===== src/rtl/serial_addsub_ctrl_if.sv =====
// Request/result bundle for the bit-serial add/subtract engine.
// The master side issues start/op/a/b and receives busy/done/result/flags.
interface serial_addsub_ctrl_if #(
  parameter int WIDTH = 8
);
  logic             start;
  logic             op;
  logic [WIDTH-1:0] a;
  logic [WIDTH-1:0] b;
  logic             busy;
  logic             done;
  logic [WIDTH-1:0] result;
  logic             cout;
  logic             ovf;

  modport master (
    output start, op, a, b,
    input  busy, done, result, cout, ovf
  );

  modport slave (
    input  start, op, a, b,
    output busy, done, result, cout, ovf
  );
endinterface


===== src/rtl/serial_addsub_ctrl.sv =====
// Bit-serial add/subtract engine: feeds operands LSB-first through a
// 1-bit full adder/subtractor cell with a registered carry, then presents
// the assembled result with carry-out and signed-overflow flags.

// 1-bit full adder/subtractor cell; s_op inverts b for subtraction.
module fas1bit (
  input  logic a,
  input  logic b,
  input  logic s_op,
  input  logic cin,
  output logic s,
  output logic cout
);
  logic bx;
  assign bx   = b ^ s_op;
  assign s    = a ^ bx ^ cin;
  assign cout = (a & bx) | (a & cin) | (bx & cin);
endmodule

module serial_addsub_ctrl #(
  parameter int WIDTH = 8
) (
  input  logic                  clk,
  input  logic                  rst_n,
  serial_addsub_ctrl_if.slave   bus
);

  localparam int CNT_W = $clog2(WIDTH + 1);
  localparam logic [CNT_W-1:0] LAST_BIT = CNT_W'(WIDTH - 1);

  typedef enum logic [1:0] {
    IDLE = 2'd0,
    RUN  = 2'd1,
    DONE = 2'd2
  } state_t;

  state_t           state_q, state_d;
  logic             busy_q, busy_d;
  logic             done_q, done_d;
  logic [CNT_W-1:0] cnt_q, cnt_d;
  logic             carry_q, carry_d;
  logic             op_q, op_d;
  logic [WIDTH-1:0] result_q, result_d;
  logic             cout_q, cout_d;
  logic             ovf_q, ovf_d;
  logic             c_msb_in_q, c_msb_in_d;

  logic [WIDTH-1:0] a_sr_q, a_sr_d;
  logic [WIDTH-1:0] b_sr_q, b_sr_d;
  logic [WIDTH-1:0] r_sr_q, r_sr_d;

  logic             cell_s;
  logic             cell_cout;
  logic [WIDTH-1:0] r_shift;

  fas1bit u_cell (
    .a    (a_sr_q[0]),
    .b    (b_sr_q[0]),
    .s_op (op_q),
    .cin  (carry_q),
    .s    (cell_s),
    .cout (cell_cout)
  );

  // Result register after absorbing this cycle's sum bit at the MSB.
  assign r_shift = {cell_s, r_sr_q[WIDTH-1:1]};

  // Next-state, datapath updates and registered outputs.
  always_comb begin
    state_d    = state_q;
    busy_d     = busy_q;
    done_d     = 1'b0;
    cnt_d      = cnt_q;
    carry_d    = carry_q;
    op_d       = op_q;
    result_d   = result_q;
    cout_d     = cout_q;
    ovf_d      = ovf_q;
    c_msb_in_d = c_msb_in_q;
    a_sr_d     = a_sr_q;
    b_sr_d     = b_sr_q;
    r_sr_d     = r_sr_q;

    unique case (state_q)
      RUN: begin
        r_sr_d  = r_shift;
        carry_d = cell_cout;
        a_sr_d  = {1'b0, a_sr_q[WIDTH-1:1]};
        b_sr_d  = {1'b0, b_sr_q[WIDTH-1:1]};
        cnt_d   = cnt_q + CNT_W'(1);
        if (cnt_q == LAST_BIT) begin
          // carry_q here is the carry into the MSB; cell_cout is the one out of it.
          c_msb_in_d = carry_q;
          result_d   = r_shift;
          cout_d     = cell_cout;
          ovf_d      = carry_q ^ cell_cout;
          busy_d     = 1'b0;
          done_d     = 1'b1;
          state_d    = DONE;
        end
      end
      default: begin
        // IDLE and DONE both accept a new request; DONE otherwise falls to IDLE.
        if (bus.start) begin
          a_sr_d  = bus.a;
          b_sr_d  = bus.b;
          op_d    = bus.op;
          carry_d = bus.op;
          cnt_d   = '0;
          busy_d  = 1'b1;
          state_d = RUN;
        end else begin
          busy_d  = 1'b0;
          state_d = IDLE;
        end
      end
    endcase
  end

  // Control and output registers, cleared asynchronously.
  always_ff @(posedge clk or negedge rst_n) begin
    if (!rst_n) begin
      state_q    <= IDLE;
      busy_q     <= 1'b0;
      done_q     <= 1'b0;
      cnt_q      <= '0;
      carry_q    <= 1'b0;
      op_q       <= 1'b0;
      result_q   <= '0;
      cout_q     <= 1'b0;
      ovf_q      <= 1'b0;
      c_msb_in_q <= 1'b0;
    end else begin
      state_q    <= state_d;
      busy_q     <= busy_d;
      done_q     <= done_d;
      cnt_q      <= cnt_d;
      carry_q    <= carry_d;
      op_q       <= op_d;
      result_q   <= result_d;
      cout_q     <= cout_d;
      ovf_q      <= ovf_d;
      c_msb_in_q <= c_msb_in_d;
    end
  end

  // Operand and partial-result shift registers; fully reloaded/overwritten per operation.
  always_ff @(posedge clk) begin
    a_sr_q <= a_sr_d;
    b_sr_q <= b_sr_d;
    r_sr_q <= r_sr_d;
  end

  assign bus.busy   = busy_q;
  assign bus.done   = done_q;
  assign bus.result = result_q;
  assign bus.cout   = cout_q;
  assign bus.ovf    = ovf_q;

endmodule


===== src/flat_wrapper.sv =====
// flat-port wrapper written by rule: the top's interface ports become plain ports
module serial_addsub_ctrl_flat 
#(
  parameter int WIDTH = 8
)
  (clk, rst_n, bus_start, bus_op, bus_a, bus_b, bus_busy, bus_done, bus_result, bus_cout, bus_ovf);
  serial_addsub_ctrl_if #(.WIDTH(WIDTH)) bus_i ();
  input  logic clk;
  input  logic rst_n;
  input wire logic [$bits(bus_i.start)-1:0] bus_start;
  input wire logic [$bits(bus_i.op)-1:0] bus_op;
  input wire logic [$bits(bus_i.a)-1:0] bus_a;
  input wire logic [$bits(bus_i.b)-1:0] bus_b;
  output wire logic [$bits(bus_i.busy)-1:0] bus_busy;
  output wire logic [$bits(bus_i.done)-1:0] bus_done;
  output wire logic [$bits(bus_i.result)-1:0] bus_result;
  output wire logic [$bits(bus_i.cout)-1:0] bus_cout;
  output wire logic [$bits(bus_i.ovf)-1:0] bus_ovf;
  assign bus_i.start = bus_start;
  assign bus_i.op = bus_op;
  assign bus_i.a = bus_a;
  assign bus_i.b = bus_b;
  assign bus_busy = bus_i.busy;
  assign bus_done = bus_i.done;
  assign bus_result = bus_i.result;
  assign bus_cout = bus_i.cout;
  assign bus_ovf = bus_i.ovf;
  serial_addsub_ctrl #(.WIDTH(WIDTH)) u_core (.clk(clk), .rst_n(rst_n), .bus(bus_i));
endmodule

===== config.mk =====
export PLATFORM = sky130hd
export DESIGN_NAME = serial_addsub_ctrl_flat
export DESIGN_NICKNAME = d
export VERILOG_FILES = /design/src/rtl/serial_addsub_ctrl_if.sv /design/src/rtl/serial_addsub_ctrl.sv /design/src/flat_wrapper.sv
export SDC_FILE = /design/constraint.sdc
export NUM_CORES = 1
export LEC_CHECK = 0
export ABC_CLOCK_PERIOD_IN_PS = 2200
export CAP_MARGIN = 20
export CORE_MARGIN = 2
export CORE_UTILIZATION = 55
export CTS_BUF_LIST = sky130_fd_sc_hd__clkbuf_2
export DETAILED_ROUTE_END_ITERATION = 6
export PLACE_DENSITY_LB_ADDON = 0.3
export SLEW_MARGIN = 10
export SYNTH_ARGS = -nofsm -noshare
export SYNTH_HDL_FRONTEND = slang
export SYNTH_HIERARCHICAL = 1
export SYNTH_SLANG_ARGS = --single-unit

===== constraint.sdc =====
create_clock -name clk -period 2.2 [get_ports clk]
set_input_delay 0.33 -clock clk [delete_from_list [all_inputs] [get_ports clk]]
set_output_delay 0.33 -clock clk [all_outputs]
set_load 0.005 [all_outputs]

---- Yosys cells after proc, flatten, opt, wreduce, memory -nomap -nowiden ----
Index checks and enable logic that the tools add are counted.
word-level totals
  logic and storage cells ................. 47
  input bits .............................. 20
  register bits after elaboration ......... 44
  output and inout port bits .............. 12
operators by class
  bitwise operators ....................... 10
  add/subtract/negate cells ............... 1
  reductions and logical operators ........ 3
  mux-type cells .......................... 16
  equality and inequality tests ........... 3
operators by type and width
  cell                                                                     count
  7-bit two-way mux                                                        4
  1-bit two-way mux                                                        8
  4-bit two-way mux                                                        2
  4-bit by 1-bit adder with 4-bit output, second input constant            1
  4-bit by 3-bit equality test with 1-bit output, second input constant    1
  2-bit two-way mux                                                        2
  2-bit AND reduction                                                      2
  1-bit bitwise XOR                                                        4
  1-bit bitwise AND                                                        3
  2-bit by 1-bit equality test with 1-bit output, second input constant    1
  2-bit by 1-bit inequality test with 1-bit output, second input constant  1
  1-bit OR                                                                 2
  2-bit nonzero test                                                       1
  1-bit inverter                                                           1

---- Depth between registers and ports, before layout ----
Gate-level depths: netlist (run 1).
  depth after elaboration ................. 5
  gate-level depth with buffers ........... 6
  gate-level depth less buffers ........... 5

---- Modules after synthesis ----
Netlist (run 1), hierarchy kept.
by module, submodules not included
  module              instances  area each (um^2)  cells an instance  sequential area each (um^2)
  serial_addsub_ctrl  1          1666.6            130                1146.1
  fas1bit             1          43.8              6                  0.0

---- Worst setup path before layout (run 1) ----
Ideal clock, no wire load.
  path kind ............................... register to register
  start ................................... register u_core.state_q[1]
  end ..................................... register u_core.a_sr_q[0], enable pin
  required time ........................... 1839 ps
  buffers on the path ..................... 1
  arrival ................................. 1078 ps
  setup time .............................. 361 ps
  stages on the path, launching flop included .. 6
  slack ................................... 762 ps
  period minus slack after synthesis ...... 1438 ps
  path through ............................ dfrtp_1 nand2b_4 buf_6 inv_2 nor2_1 inv_1
between the ends
  cells in the longest elaborated chain, start to end .. 2
RTL lines
  element                                         line                       source
  from (decl)                                     serial_addsub_ctrl.sv:37   state_t state_q, state_d;
  from (signal assigned)                          serial_addsub_ctrl.sv:134  state_q <= state_d;
  2-bit by 1-bit equality test with 1-bit output  serial_addsub_ctrl.sv:84   unique case (state_q)
  2-bit nonzero test (no source line)             --
  to (signal assigned)                            serial_addsub_ctrl.sv:149  a_sr_q <= a_sr_d;
  to (decl)                                       serial_addsub_ctrl.sv:48   logic [WIDTH-1:0] a_sr_q, a_sr_d;
Every way passes these cells.
A chain may end at the register's enable or synchronous reset.

---- Worst setup path in the final report (run 1) ----
  start ................................... register u_core.cnt_q[0]
  end ..................................... register u_core.result_q[0], in the netlist u_core/bus.result[0]
between the ends
  cells in the longest elaborated chain, start to end .. 2
RTL lines
  element                                         line                       source
  from (decl)                                     serial_addsub_ctrl.sv:40   logic [CNT_W-1:0] cnt_q, cnt_d;
  from (signal assigned)                          serial_addsub_ctrl.sv:137  cnt_q <= cnt_d;
  4-bit by 3-bit equality test with 1-bit output  serial_addsub_ctrl.sv:91   if (cnt_q == LAST_BIT) begin
  2-bit AND reduction (no source line)            --
  to (signal assigned)                            serial_addsub_ctrl.sv:140  result_q <= result_d;
  to (decl)                                       serial_addsub_ctrl.sv:43   logic [WIDTH-1:0] result_q, result_d;
Every way passes these cells.

==> results of run 1 <==
[cell type report]
cell class | instances | area, um^2 | share of cell area, %
flip-flops and latches | 42 | 1150 | 54.4
multi-input cells | 82 | 502 | 23.8
repair buffers | 34 | 333 | 15.8
well taps | 33 | 41.3 | 1.96
clock inverters | 2 | 33.8 | 1.60
clock buffers | 6 | 30.0 | 1.42
inverters | 6 | 22.5 | 1.07
[power by group through the flow]
stage          logic [mW]  registers [mW]  clock network (mW)
5_1_grt              1.30            1.54               0.470
3_3_place_gp         1.10            1.49                   0
3_5_place_dp         1.15            1.52                   0
2_1_floorplan       0.751            1.48                   0
6_report             1.13            1.49               0.421
4_1_cts              1.16            1.49               0.430
[final timing paths]
kind / from / to / slack (ns) / depth (start not counted)
worst max register to register: u_core/cnt_q[0] / u_core/bus.result[0] / 0.53 / 4
worst max-delay path: u_core/cnt_q[0] / u_core/bus.result[0] / 0.53 / 4
worst min register to register: u_core/r_sr_q[6] / u_core/r_sr_q[5] / 0.48 / 0
max in group asynchronous: rst_n / u_core/cnt_q[1] / 1.74 / 2
worst min-delay path: rst_n / u_core/op_q / 0.24 / 2
min in group clk: u_core/r_sr_q[6] / u_core/r_sr_q[5] / 0.48 / 0
[through the flow]
stage / power, mW / cells / worst slack (ns)
after floorplan: 2.23 / 136 / 0.762
after global placement: 2.60 / 197 / 0.480
after detailed placement: 2.67 / 197 / 0.472
after CTS: 3.08 / 205 / 0.505
after global routing: 3.31 / 205 / 0.416
final: 3.05 / 205 / 0.526
[flip-flops by register name (all words and copies together) (netlist names)]
signal	count
u_core/b_sr_q	8
u_core/r_sr_q	7
u_core/a_sr_q	8
u_core/bus.result	8
u_core/bus.done	1
u_core/state_q	2
u_core/op_q	1
u_core/bus.ovf	1
u_core/carry_q	1
u_core/bus.cout	1
u_core/cnt_q	4
[placed cells by master, fill, tap and decap left out, types with 2 or more instances in the layout]
cell type        instances
buf_4                    3
clkbuf_2                 6
clkdlybuf4s50_1         31
dfrtp_1                 19
dfxtp_1                  2
edfxtp_1                21
inv_1                    5
mux2_2                  12
mux2i_1                  5
nand2_1                 48
nor2_1                   4
o21ai_0                  2
[routing by layer]
layer	vias up	GRT usage [%]
li1	519	-
met1	502	21.1
met2	29	29.7
met3	4	5.63
met4	0	8.57
met5	-	0
[kinds of logic (layout without fill, tap and decap cells)]
family | after synthesis | after routing | synth area share, %
flops | 42 | 42 | 67.0
xor+xnor | 2 | 2 | 1.02
fa+ha+maj | 2 | 2 | 1.90
mux | 17 | 17 | 10.8
simple gates | 57 | 57 | 14.1
buf+inv | 12 | 48 | 3.66
compound gates | 4 | 4 | 1.46
[worst reg2reg max path, delay by kind of cell, from the launching register on]
kind,cells,cell delay (ns)
fa+ha+maj,1,0.21
simple gates,2,0.54
flops,1,0.44
mux,1,0.40
==> out/metrics.yaml, run 1 <==
clocking:
  clk_latency_ns: 0.39
  post_cts.repair.setup_buffers: 0
  htree_levels: 2
  clockBufferDepth: 2
  clk_pin_slew_ns: 0.20
  cts_tree: "yes"
  cts_hold_buffers: 0
  cts_buffers: 5
  numClockSinks: 42
  ctsResizeCount: 0
  cts-root-buf: "clkbuf_2"
sta:
  report.final.setup_viol: 0
  fin_setup_tns_ns: 0
  hold_viol: 0
  fin_crit_sh_pct: 76.1
  skew_ns: 0.0224
  final_max_slew_viol_count: 0
  fin_crit_ns: 1.67
  rsz0062_at_grt: "false"
  tightest_slew_ns: 0.525
  fmax_mhz: 597
  relSlewSlack_pct: 64.9
  fin_hold_ws_ns: 0.240
drt:
  vias: 1054
  drc: 0
  top_layer: "met4"
  viasPerCell: 5.14
  routedWlPerCell_um: 13.1
  initialDrtViolationCount: 59
  route.met3.wl_um: 128
  met1_length_um: 1190
  met2WireLength_um: 1330
  first_pass_iters: 4
  final_antenna_net_count: 0
  routed_wl_um: 2680
floorplan:
  core_area_um2: 3000
  die_w_um: 59.8
  dieArea_um2: 3570
  die-height_um: 59.8
  fp-row-count: 20
  start_util_pct: 57.0
  io_pins: 32
placement:
  place_area_um2: 2040
  gp_congestion: 0.726
  io_buffers: 31
  dpl.hpwl_um: 1900
power_and_ir_drop:
  p_seq_share_pct: 49.0
  vdd_drop_max_mv: 0.703
  power_switching_mw: 0.992
  power_frac_comb_pct: 37.2
  powerDensity_nw_per_um2: 1440
  clockPowerShare_pct: 13.8
  p_leak_nw: 0.932
  sw_frac_of_total_pct: 32.6
  p_int_mw: 2.05
synthesis:
  yosys.area.top_type: "edfxtp_1"
  synth.ff_latch_count: 42
  ys_seq_area_share_pct: 67.0
  syn_avg_cell_area_um2: 12.6
  ys_top_cells_by_area: "edfxtp_1 (37%), dfrtp_1 (28%), nand2_1 (11%), mux2_2 (7.9%), mux2i_1 (2.9%)"
  synth-async-reset-ratio_pct: 45.2
  synthTopCellsByCount: "nand2_1 (48), edfxtp_1 (21), dfrtp_1 (19), mux2_2 (12)"
  netlist_area_um2: 1710
  synth.distinct_cells: 24
  synth.top_cell.area_share_pct: 36.9
  synth_flop_cell: "edfxtp_1"
  syn_nets: 158
  yosys_warnings: 6
  synth_edf_count: 21
  synth_most_common_cell: "nand2_1"
  synth_cells: 136
worst_setup_path:
  crit_chain: "ha_1, nand2_1, nor3_4, mux2_2"
  critPathCaptureType: "register"
  start_kind: "register"
  worst_ep_arrival_time_ns: 1.96
  critPathSlowestCell: "dfrtp_1"
  cp.buffers_inverters: 0
  crit_family: "simple AND/OR/NAND/NOR gates"
  critical_path_class: "register to register"
  worst_ep_required_time_ns: 2.49
  crit_path_max_incr_delay_ns: 0.44
  cp_max_fo: 12
grt:
  grt_pass1_vias: 1032
  grt_max_degree: 25
  overflow: 0
  grt_pass1_wl_um: 4550
  grt_usage_pct: 17.9
  antenna_found_initial: 0
worst_hold_path:
  hold_path_class: "primary input to asynchronous set/reset pin"
cells_and_area:
  diodes: 0
  finish.instance_area_um2: 2110
  area_growth_pct: 23.3
  post-route-util_pct: 70.2
  fin_nets: 193
  fillCellCount: 225
  layout-drive-gt1-share_pct: 14.5
outcome:
  outcome: "finished, final reports clean"
job:
  cap_violations: 0
Power figures use the tool's default switching activity.
==> run 2, diff against run 1 <==
--- a/config.mk
+++ b/config.mk
@@ -5,10 +5,10 @@
 export SDC_FILE = /design/constraint.sdc
 export NUM_CORES = 1
 export LEC_CHECK = 0
-export ABC_CLOCK_PERIOD_IN_PS = 2200
+export ABC_CLOCK_PERIOD_IN_PS = 1550
 export CAP_MARGIN = 20
 export CORE_MARGIN = 2
-export CORE_UTILIZATION = 55
+export CORE_UTILIZATION = 53
 export CTS_BUF_LIST = sky130_fd_sc_hd__clkbuf_2
 export DETAILED_ROUTE_END_ITERATION = 6
 export PLACE_DENSITY_LB_ADDON = 0.3
==> constraint.sdc (replaced) <==
create_clock -name clk -period 1.55 [get_ports clk]
set_input_delay 0.2325 -clock clk [delete_from_list [all_inputs] [get_ports clk]]
set_output_delay 0.2325 -clock clk [all_outputs]
set_load 0.005 [all_outputs]
==> out/metrics.yaml, run 2 (synthesized netlist as in run 1, its figures left out) <==
worst_hold_path:
  hold_path_class: "primary input to asynchronous set/reset pin"
sta:
  skew_ns: 0.00399
  fmax_mhz: 647
  final_max_slew_viol_count: 0
  fin_crit_ns: 1.55
  relSlewSlack_pct: 81.3
  hold_viol: 0
  fin_crit_sh_pct: 99.8
  tightest_slew_ns: 0.280
  rsz0062_at_grt: "true"
  fin_setup_tns_ns: 0
  report.final.setup_viol: 0
cells_and_area:
  mostFrequentLayoutCells: "nand2_1 (47), edfxtp_1 (21), clkdlybuf4s50_1 (20)"
  diodes: 0
  post-route-util_pct: 75.1
  area_growth_pct: 34.0
  layout-drive-gt1-share_pct: 21.6
  fin_nets: 206
  final_common_cell: "nand2_1"
placement:
  gp_congestion: 0.748
  io_buffers: 31
  dpl.hpwl_um: 2100
worst_setup_path:
  critPathCaptureType: "register"
  start_kind: "register"
  cp_max_fo: 5
  r2r_cells: 5
  worst_ep_required_time_ns: 1.84
  worst_ep_arrival_time_ns: 1.84
  critical_path_class: "register to register"
clocking:
  cts_tree: "yes"
  clk_pin_slew_ns: 0.19
  numClockSinks: 42
  htree_levels: 2
  cts-root-buf: "clkbuf_2"
  cts_hold_buffers: 0
  clk_latency_ns: 0.38
  clockBufferDepth: 2
  cts_buffers: 5
drt:
  routedWlPerCell_um: 13.1
  viasPerCell: 4.84
  drc: 0
  vias: 1109
  first_pass_iters: 4
  routed_wl_um: 3000
  initialDrtViolationCount: 28
  final_antenna_net_count: 0
grt:
  overflow: 0
  grt_max_degree: 20
  grt_usage_pct: 18.3
  grt_pass1_wl_um: 4840
  antenna_found_initial: 0
  grt_pass1_vias: 1126
floorplan:
  io_pins: 32
  core_area_um2: 3050
  die_w_um: 60.8
  fp-row-count: 20
  dieArea_um2: 3700
  die-height_um: 60.8
  start_util_pct: 56.0
power_and_ir_drop:
  vdd_drop_max_mv: 0.832
  power_frac_comb_pct: 43.3
  clockPowerShare_pct: 9.8
  powerDensity_nw_per_um2: 1970
  power_switching_mw: 1.51
  p_int_mw: 2.99
  p_seq_share_pct: 46.9
  sw_frac_of_total_pct: 33.5
  p_leak_nw: 1.13
  power_mw: 4.51
job:
  cap_violations: 0
outcome:
  outcome: "finished, final reports clean"
==> run 2: worst max-delay path: stages, from the launching register on <==
cell	delay (ns)
dfrtp_1	0.41
ha_2	0.21
nand2_2	0.08
nor3_4	0.24
clkbuf_16	0.21
mux2_2	0.32
==> run 2: power by group through the flow <==
stage | Combinational [mW] | Sequential, mW | Clock (mW)
after global routing | 2.17 | 2.17 | 0.513
final | 1.95 | 2.11 | 0.442
after global placement | 1.69 | 2.11 | 0
after floorplan | 1.07 | 2.10 | 0
after CTS | 1.77 | 2.12 | 0.453
after detailed placement | 1.78 | 2.15 | 0
==> run 2: per-layer routing <==
metal	GRT usage, %	wire length [um]	up-vias
li1	-	-	546
met1	19.7	1250	532
met2	33.2	1590	29
met3	5.33	137	2
met4	8.07	24	0
met5	0	0	-
==> run 2: area by class of cell <==
cell class	count	area (um^2)
sequential	42	1150
fill	232	761
multi-input combinational	82	533
timing repair buffer	47	497
tap	44	55.1
clock buffer	6	30.0
inverter	6	22.5
clock inverter	2	8.76
==> run 2: path summary, 6_finish.rpt <==
check | start | endpoint | slack [ns]
min | rst_n | u_core/bus.result[0] | 0.16
max in group asynchronous | rst_n | u_core/cnt_q[3] | 1.20
min in group clk | bus_b[7] | u_core/b_sr_q[7] | 0.45
min reg2reg | u_core/r_sr_q[3] | u_core/r_sr_q[2] | 0.48
max reg2reg | u_core/cnt_q[1] | u_core/bus.result[2] | 0.004
max | u_core/cnt_q[1] | u_core/bus.result[2] | 0.004
==> run 2: repair_timing <==
action / CTS / global route
gates resized for setup: 1 / 19
buffers inserted: 0 / 7
setup endpoints to repair: 1 / 20
cloned: 0 / 1
==> run 2: through the flow <==
step           std cells  instance area (um^2)  setup slack (ns)  hold WS (ns)
2_1_floorplan        136                  1710             0.112       -0.0631
3_5_place_dp         213                  2120            0.0502         0.432
3_3_place_gp         213                  2120             0.123         0.423
6_report             229                  2290           0.00373         0.158
4_1_cts              221                  2160            0.0174         0.147
5_1_grt              229                  2290           -0.0593         0.117
==> run 3, diff against run 2 <==
--- a/config.mk
+++ b/config.mk
@@ -7,8 +7,10 @@
 export LEC_CHECK = 0
 export ABC_CLOCK_PERIOD_IN_PS = 1550
 export CAP_MARGIN = 20
+export CELL_PAD_IN_SITES_DETAIL_PLACEMENT = 0
+export CELL_PAD_IN_SITES_GLOBAL_PLACEMENT = 1
 export CORE_MARGIN = 2
-export CORE_UTILIZATION = 53
+export CORE_UTILIZATION = 43
 export CTS_BUF_LIST = sky130_fd_sc_hd__clkbuf_2
 export DETAILED_ROUTE_END_ITERATION = 6
 export PLACE_DENSITY_LB_ADDON = 0.3
==> out/metrics.yaml, run 3 (synthesized netlist as in run 1, its figures left out) <==
cells_and_area:
  fin_nets: 208
  finish.instance_area_um2: 2340
  diodes: 0
  area_growth_pct: 36.7
  final_cells: 235
  final_common_cell: "nand2_1"
  layout-drive-gt1-share_pct: 24.1
  mostFrequentLayoutCells: "nand2_1 (47), clkdlybuf4s50_1 (25), edfxtp_1 (21)"
sta:
  hold_viol: 0
  relSlewSlack_pct: 81.5
  rsz0062_at_grt: "true"
  skew_ns: 0.0223
  tightest_slew_ns: 0.277
  fin_crit_ns: 1.57
  report.final.setup_viol: 5
  fmax_mhz: 638
  fin_ws_ns: -0.0183
  fin_setup_tns_ns: -0.0626
  fin_crit_sh_pct: 101
  final_max_slew_viol_count: 0
clocking:
  clk_pin_slew_ns: 0.20
  cts-root-buf: "clkbuf_2"
  clockBufferDepth: 2
  cts_tree: "yes"
  htree_levels: 2
  numClockSinks: 42
  cts_buffers: 5
  clk_latency_ns: 0.38
placement:
  gp_congestion: 0.698
  dp_cells: 218
  dpl.hpwl_um: 1890
  io_buffers: 31
  place_area_um2: 2120
drt:
  first_pass_iters: 4
  vias: 1105
  final_antenna_net_count: 0
  initialDrtViolationCount: 29
  routedWlPerCell_um: 12.4
  viasPerCell: 4.70
  drc: 0
  routed_wl_um: 2920
floorplan:
  start_util_pct: 45.7
  io_pins: 32
  dieArea_um2: 4500
  fp-row-count: 22
  die-height_um: 67.1
  die_w_um: 67.1
  core_area_um2: 3740
grt:
  grt_usage_pct: 14.4
  grt_pass1_wl_um: 4660
  grt_max_degree: 21
  overflow: 0
  antenna_found_initial: 0
  grt_pass1_vias: 1055
worst_setup_path:
  critPathSlowestCell: "dfrtp_2"
  worst_ep_required_time_ns: 1.84
  crit_path_max_incr_delay_ns: 0.46
  critPathCaptureType: "register"
  crit_chain: "ha_4, nand2_4, nor3_4, clkbuf_16, mux2_4"
  critical_path_class: "register to register"
  start_kind: "register"
  crit_family: "flip-flops"
  cp.buffers_inverters: 1
  worst_ep_arrival_time_ns: 1.86
  cp_num_cells: 5
  timing.rr.start: "u_core/cnt_q[1]"
  rr_endpoint: "u_core/bus.result[6]"
  r2r_cells: 5
  reg2reg_slack_ns: -0.02
  cp_max_fo: 6
outcome:
  violations: "negative setup slack"
  outcome: "finished, violations left"
power_and_ir_drop:
  p_leak_nw: 1.11
  powerDensity_nw_per_um2: 2030
  vdd_drop_max_mv: 0.791
worst_hold_path:
  hold_path_class: "primary input to asynchronous set/reset pin"
job:
  cap_violations: 0
[run 3: cell type report]
type                            instances  area, um^2
Fill cell                             312        1410
Sequential cell                        42        1150
Multi-Input combinational cell         82         556
Timing Repair Buffer                   49         487
Tap cell                               48        60.1
Clock inverter                          3        40.0
Clock buffer                            5        25.0
Inverter                                6        22.5
[run 3: worst max path at each step]
stage | start | to
after global placement | u_core/cnt_q[0] | u_core/bus.result[6]
after global routing | u_core/cnt_q[1] | u_core/bus.ovf
after CTS | u_core/bus.result[6] | bus_result[6]
after floorplan | u_core/state_q[1] | u_core/a_sr_q[0]
final | u_core/cnt_q[1] | u_core/bus.result[6]
after detailed placement | u_core/cnt_q[0] | u_core/bus.result[6]
[run 3: repair_timing]
action / CTS / global route
setup buffers: 1 / 7
endpoints found under the setup margin: 2 / 17
pin swaps: 0 / 2
endpoints found under the hold margin: 0 / 0
cloned: 0 / 1
hold buffers: 0 / 0
gates resized for setup: 1 / 20
[run 3: where the power goes]
| group | switching [mW] | internal, mW | leakage [nW] |
|---|---|---|---|
| combinational | 0.915 | 1.08 | 0.588 |
| clock | 0.334 | 0.268 | 0.0427 |
| sequential | 0.278 | 1.86 | 0.475 |
| total | 1.53 | 3.21 | 1.11 |
[run 3: per-layer routing]
metal	track usage [%]	wire length, um
met3	4.05	155
met1	17.5	1320
met5	0	0
met4	6.89	31
met2	23.5	1420
[run 3: stage by stage]
step / total power [mW] / hold slack (ns) / setup slack (ns) / util (%)
6_report: 4.74 / 0.146 / -0.0183 / 62.5
3_5_place_dp: 3.87 / 0.427 / 0.0690 / 56.7
5_1_grt: 5.12 / 0.117 / -0.0855 / 62.5
2_1_floorplan: 3.17 / -0.0631 / 0.112 / -
4_1_cts: 4.49 / 0.129 / 0.0131 / 58.6
3_3_place_gp: 3.80 / 0.425 / 0.114 / 56.7
